`src/rtl/fft_pkg.sv`:
```
// Shared defaults, FSM state type and packed-frame slice helpers for the FFT front end.
package fft_pkg;
  localparam int N_DEF            = 16;
  localparam int DATA_WIDTH_DEF   = 16;
  localparam int SAMPLE_WIDTH_DEF = 24;

  typedef enum logic {IDLE, BUSY} state_t;

  // Complex word k occupies 2*dw bits: real in the low half, imag in the high half.
  function automatic int re_off(input int k, input int dw);
    return k * 2 * dw;
  endfunction

  function automatic int im_off(input int k, input int dw);
    return k * 2 * dw + dw;
  endfunction
endpackage

```
`src/rtl/fft_sample_scaler.sv`:
```
// Combinational gain stage: sign-extend, shift left by SHIFT, saturate to the
// input range, then keep the top DATA_WIDTH bits.
module fft_sample_scaler
  import fft_pkg::*;
#(
  parameter int SAMPLE_WIDTH = SAMPLE_WIDTH_DEF,
  parameter int DATA_WIDTH   = DATA_WIDTH_DEF,
  parameter int SHIFT        = 0
) (
  input  logic [SAMPLE_WIDTH-1:0] sample,
  output logic [DATA_WIDTH-1:0]   scaled
);
  localparam int W = SAMPLE_WIDTH + SHIFT;

  logic signed [W-1:0]      wide;
  logic [SHIFT:0]           hi;
  logic [SAMPLE_WIDTH-1:0]  sat;

  always_comb begin
    wide = W'($signed(sample)) <<< SHIFT;
    // Bits above the input MSB must all match the sign, otherwise the shift overflowed.
    hi   = wide[W-1 -: SHIFT+1];
    if (&hi || !(|hi))
      sat = wide[SAMPLE_WIDTH-1:0];
    else if (wide[W-1])
      sat = {1'b1, {(SAMPLE_WIDTH-1){1'b0}}};
    else
      sat = {1'b0, {(SAMPLE_WIDTH-1){1'b1}}};
    scaled = sat[SAMPLE_WIDTH-1 -: DATA_WIDTH];
  end
endmodule

```
`src/rtl/fft_frame_loader.sv`:
```
// Streams scaled samples into a fill buffer and hands complete frames to the FFT,
// double-buffered against the output register, one start pulse per frame.
module fft_frame_loader
  import fft_pkg::*;
#(
  parameter int N            = N_DEF,
  parameter int DATA_WIDTH   = DATA_WIDTH_DEF,
  parameter int SAMPLE_WIDTH = SAMPLE_WIDTH_DEF,
  parameter int SHIFT        = 0
) (
  input  logic                      clk,
  input  logic                      rst,
  input  logic [SAMPLE_WIDTH-1:0]   sample_in,
  input  logic                      sample_valid,
  output logic                      sample_ready,
  input  logic                      clr_overflow,
  output logic [DATA_WIDTH*N*2-1:0] frame_out,
  output logic                      fft_en,
  input  logic                      fft_done,
  output logic                      overflow
);
  localparam int IW = (N > 1) ? $clog2(N) : 1;
  localparam int FW = DATA_WIDTH * N * 2;

  logic [N-1:0][DATA_WIDTH-1:0] fill_buf;
  logic [IW-1:0]                wr_idx;
  logic                         full;
  logic                         accept;
  logic                         transfer;
  logic [DATA_WIDTH-1:0]        scaled;
  logic [FW-1:0]                frame_nxt;
  state_t                       state, state_nxt;

  assign sample_ready = !full;
  assign accept       = sample_valid & sample_ready;

  fft_sample_scaler #(
    .SAMPLE_WIDTH (SAMPLE_WIDTH),
    .DATA_WIDTH   (DATA_WIDTH),
    .SHIFT        (SHIFT)
  ) u_scaler (
    .sample (sample_in),
    .scaled (scaled)
  );

  // Fill buffer contents are don't-care after reset; wr_idx/full gate their use.
  always_ff @(posedge clk) begin
    if (accept) fill_buf[wr_idx] <= scaled;
  end

  always_ff @(posedge clk or posedge rst) begin
    if (rst) begin
      wr_idx <= '0;
      full   <= 1'b0;
    end else if (accept) begin
      wr_idx <= wr_idx + 1'b1;
      if (wr_idx == IW'(N-1)) full <= 1'b1;
    end else if (transfer) begin
      full <= 1'b0;
    end
  end

  always_comb begin
    state_nxt = state;
    transfer  = 1'b0;
    unique case (state)
      IDLE: if (full) begin
        transfer  = 1'b1;
        state_nxt = BUSY;
      end
      BUSY: if (fft_done) begin
        if (full) transfer  = 1'b1;
        else      state_nxt = IDLE;
      end
      default: state_nxt = IDLE;
    endcase
  end

  always_ff @(posedge clk or posedge rst) begin
    if (rst) state <= IDLE;
    else     state <= state_nxt;
  end

  always_comb begin
    frame_nxt = '0;
    for (int k = 0; k < N; k++) begin
      frame_nxt[re_off(k, DATA_WIDTH) +: DATA_WIDTH] = fill_buf[k];
      frame_nxt[im_off(k, DATA_WIDTH) +: DATA_WIDTH] = '0;
    end
  end

  always_ff @(posedge clk or posedge rst) begin
    if (rst) begin
      frame_out <= '0;
      fft_en    <= 1'b0;
      overflow  <= 1'b0;
    end else begin
      fft_en <= transfer;
      if (transfer) frame_out <= frame_nxt;
      // A dropped sample outranks a clear in the same cycle.
      if (sample_valid && !sample_ready) overflow <= 1'b1;
      else if (clr_overflow)             overflow <= 1'b0;
    end
  end
endmodule
```
`config.mk`:
```
export PLATFORM = sky130hd
export DESIGN_NAME = fft_frame_loader
export DESIGN_NICKNAME = d
export VERILOG_FILES = /design/src/rtl/fft_pkg.sv /design/src/rtl/fft_sample_scaler.sv /design/src/rtl/fft_frame_loader.sv
export SDC_FILE = /design/constraint.sdc
export NUM_CORES = 1
export LEC_CHECK = 0
export CORE_AREA = 2 2 246 248
export DETAILED_ROUTE_END_ITERATION = 12
export DIE_AREA = 0 0 248 250
export GPL_TIMING_DRIVEN = 1
export SLEW_MARGIN = 25
export SYNTH_ARGS = -nofsm -noshare
export SYNTH_HDL_FRONTEND = slang
export SYNTH_HIERARCHICAL = 1
export SYNTH_SLANG_ARGS = --single-unit
```
`constraint.sdc`:
```
create_clock -name clk -period 32.7 [get_ports clk]
set_input_delay 9.81 -clock clk [delete_from_list [all_inputs] [get_ports clk]]
set_output_delay 9.81 -clock clk [all_outputs]
set_load 0.05 [all_outputs]
```
# Word level (Yosys, flattened, before mapping)
# Cells that the tools add are included.
totals:
  reg_bits: 520
  inputBits: 29
  output_inout_bits: 515
classes:
  addsub: 1
  bitwise_logic: 2
  order_cmp: 2
  eq_ne: 2
  n_mux: 13
  reduce_logical: 6
ops:
  columns: ["op", "n"]
  rows:
  - ["256-bit bitwise mux", 1]
  - ["16-bit demux with 4-bit select", 1]
  - ["16-bit two-way mux", 1]
  - ["1-bit two-way mux", 8]
  - ["4-bit by 5-bit < comparator with 1-bit output, second input constant", 1]
  - ["4-bit by 1-bit adder with 4-bit output, second input constant", 1]
  - ["4-bit equality test, second input constant", 1]
  - ["4-bit by 1-bit >= comparator with 1-bit output, second input constant", 1]
  - ["1-bit case mux with 2 select lines", 2]
  - ["2-bit nonzero test", 2]
  - ["1-bit logical AND", 2]
  - ["2-bit by 1-bit != test with 1-bit output, second input constant", 1]
  - ["2-bit AND reduction", 1]
  - ["1-bit AND", 1]
  - ["1-bit zero test", 1]
  - ["1-bit inverter", 1]

# Longest topological paths before layout
depth:
  word_depth: 5
  ltp_mapped: 6
  mapped_depth_nobuf: 4

# Modules after synthesis
# Netlist, hierarchy kept.
by_module_without_submodules:
  columns: ["module", "area_per_inst_um2", "cells_each", "instances"]
  rows:
  - ["fft_frame_loader", 20538.4, 1110, 1]
  - ["fft_sample_scaler", 120.1, 16, 1]

# Worst setup path before layout
# Ideal clock, no wire load.
synth_path:
  path_kind: "input to register"
  from: "in sample_valid"
  to: "reg fill_buf[48] (netlist name) (enable)"
  path_buffers: 1
  arrival_time_ps: 11491
  required_time_ps: 32291
  path_slack_ps: 20800
  path_stages: 4
  cell_sequence: "nor2b_1 -> clkbuf_1 -> nand2_1 -> nor3_1"
synth_between:
  elab_chain_len: 1
synth_rtl:
  columns: ["item", "line_no", "rtl"]
  rows:
  - ["start: declaration", "fft_frame_loader.sv:14", "input logic sample_valid,"]
  - ["1-bit AND", "fft_frame_loader.sv:35", "assign accept = sample_valid & sample_ready;"]
  - ["end signal: indexed assignment", "fft_frame_loader.sv:48", "if (accept) fill_buf[wr_idx] <= scaled;"]
  - ["end: declaration", "fft_frame_loader.sv:25", "logic [N-1:0][DATA_WIDTH-1:0] fill_buf;"]
# Every way passes these cells.
# A chain may end at the register's enable or synchronous reset.

# Worst setup path in the final report
layout_path:
  from: "in fft_done"
  to: "reg frame_out[397]"
layout_between:
  elab_chain_len: 2
layout_rtl:
  columns: ["item", "line_no", "rtl"]
  rows:
  - ["start: declaration", "fft_frame_loader.sv:19", "input logic fft_done,"]
  - ["1-bit two-way mux", "fft_frame_loader.sv:71", "BUSY: if (fft_done) begin"]
  - ["1-bit case mux with 2 select lines", "fft_frame_loader.sv:66", "unique case (state)"]
  - ["end signal: assignment", "fft_frame_loader.sv:99", "if (transfer) frame_out <= frame_nxt;"]
  - ["end: declaration", "fft_frame_loader.sv:17", "output logic [DATA_WIDTH*N*2-1:0] frame_out,"]
# Every way passes these cells.

==> metrics <==
required time worst endpoint=33,160 ps; Mapped Avg Cell Area=18.3 um2; Remaining Overflow, GRT=0; clock-pin slew of the registers on the worst-case setup and hold paths=70 ps; Startpoint Class=input pin; via count=9,228; main flop type after synthesis=dfrtp_1; Tmin final=12,890 ps; Leakage=10.4 nW; CTS tree=yes; Clock Skews=24.1 ps; Flop pwr share=33.5%; FF+latch count, synth=520; P_sw=0.00120 W; worst min-delay path category=reg2reg; worst hold slack=471 ps; post-cts resize count=0; synthesized area=20,700 um2; # clock sinks=520; Area Growth Syn to Fin=21.8%; vias in the first global route=9,276; Slew Viols, Final=0; Max-Cap Viols=0; layout cells sized above 1=26.0%; VDD IR max=68.7 uV; Inserted Clock Buffers=54; WL per Instance=20.2 um; Ys Warns=6; H-Tree Depth=2; Vias/cell=4.07; RSZ-0062 raised after global routing=no; DP Worst Slack=19,070 ps; number of synthesized flops with an enable pin=256; 1st-pass router iterations=4; crit path kind=in2reg; I/O pins=544; DIE AREA=62,000 um2; status=completed; async set-reset flop share out of synthesis=50.8%; CP Capture Type=flip-flop; Fmax achieved=77.6 MHz; post-cts hold buffer count=0; Final Util=42.2%; synthesized instance count=1,126; top post-synthesis cells by area=edfxtp_1 (37%), dfrtp_1 (32%), mux2_4 (17%); initial core utilization=34.7%; cell taking the most area after synthesis=edfxtp_1; top cell type's share of synthesized area=37.2%; GPL Wtd Cong=0.694; final hold vios=0; DRT Wirelength=45,900 um; Least-Margin Pin Slew=1030 ps; Tcrit/Tclk final=39.4%; Reg2Reg Setup Slack=29,120 ps; sw frac=40.6%; combinational share of power=44.4%; Die W=248 um; initial DRC count=427; initial antenna violation count=0; Worst-Skew Late Latency=600 ps; core box area=59,600 um2; gr usage total=14.6%; post-route ant nets=0; Final nets=1,470; Final Cell Area=25,200 um2; most common cell after layout, fill and taps aside=clkdlybuf4s50_1; Cell Rows=90; Filler cells=5,305; Worst slew margin=31.3%; post-synthesis cell type count=22; DRC=0; power density cells=118 nW/um2; Die Ht=250 um; post-synthesis sequential area ratio=69.2%; crit-path max FO=53; buffer count from post-CTS setup fixing=0; IO buf count=279; Final Worst Setup Slack=19,810 ps; Internal Power=0.00176 W; Clk pwr share=22.1%; first-pass GRT wire length=65,500 um; Clock Tree Root=clkbuf_16; post-detail-place hpwl=27,600 um; clock buffer depth=3; setup TNS=0 ps; final setup vio count=0; largest net degree at the start of global routing=103; crit path DAT=13,350 ps; placed cell areas=23,200 um2; most frequent cells in the layout=clkdlybuf4s50_1 (271), dfrtp_1 (264), conb_1 (256), edfxtp_1 (256), mux2_4 (229)
-- synthesized netlist by cell type (3+ instances only) --
cell type,number
buf_4,272
dfrtp_1,264
edfxtp_1,256
mux2_4,229
buf_6,27
mux2_2,27
nor2_1,12
nand2_1,8
inv_1,5
ha_1,4
nor3_1,4
clkbuf_1,3
xnor2_1,3
-- power groups by stage --
stage | clock (W) | sequential (W) | combinational (W)
after floorplan | 0 | 0.00154 | 0.000379
after global placement | 0 | 0.000997 | 0.00132
after detailed placement | 0 | 0.00100 | 0.00132
after CTS | 0.000673 | 0.000993 | 0.00133
after global routing | 0.000699 | 0.00101 | 0.00136
final | 0.000654 | 0.000991 | 0.00131
-- per-layer routing --
metal	track usage, %	vias to the layer above	wire length (um)
met5	0	-	0
met3	4.55	74	3350
met1	19.6	4750	19600
li1	-	4057	-
met2	22.8	347	21800
met4	3.99	0	1130
-- worst paths after layout --
kind / from / end / cells past startpoint
worst max-delay path: fft_done / frame_out[397]$_DFFE_PP0P_ / 6
worst min-delay path: fill_buf[70]$_DFFE_PP_ / frame_out[134]$_DFFE_PP0P_ / 1
worst max register to register: state$_DFF_PP0_ / frame_out[397]$_DFFE_PP0P_ / 5
worst min register to register: fill_buf[70]$_DFFE_PP_ / frame_out[134]$_DFFE_PP0P_ / 1
max in group asynchronous: rst / frame_out[323]$_DFFE_PP0P_ / 4
min in group asynchronous: rst / frame_out[457]$_DFFE_PP0P_ / 2
-- stage by stage --
stage | cells | total power [W]
finish | 2268 | 0.00296
global route | 2264 | 0.00307
CTS | 2264 | 0.00299
detailed placement | 2163 | 0.00232
global placement | 2163 | 0.00231
floorplan | 1381 | 0.00192
-- cell families after synthesis --
family	count (synthesis)	share of synthesized area [%]
adder cells (fa/ha/maj)	4	0.242
XOR/XNOR	3	0.127
AND/OR/NAND/NOR	30	0.678
AO/OA/AOI/OAI	3	0.0788
other	1	0.0182
flip-flops	520	69.2
multiplexers	256	18.1
buffers and inverters	309	11.5
-- worst max-delay path, stage by stage --
cell and delay (ps):
clkdlybuf4s50_1 450, nand2b_4 120, and2_4 730, buf_4 920, buf_4 860, mux2_4 350
-- sequential cells by signal, summed over array words and instances, names as in the netlist --
register and count:
fft_en 1, full 1, wr_idx 4, overflow 1, state 1, fill_buf 256
frame_out 256
-- cell type report --
cell class                      instances  area (um2)  share of cell area, %
Tap cell                              782         978                   3.89
Inverter                                5        26.3                  0.104
Clock buffer                           76        1500                   5.98
Multi-Input combinational cell        552        5000                   19.9
Antenna cell                            4        10.0                 0.0398
Clock inverter                         25         398                   1.58
Timing Repair Buffer                  304        2950                   11.7
Sequential cell                       520       14300                   56.8
Note: power is estimated with default switching activity, not from simulation.
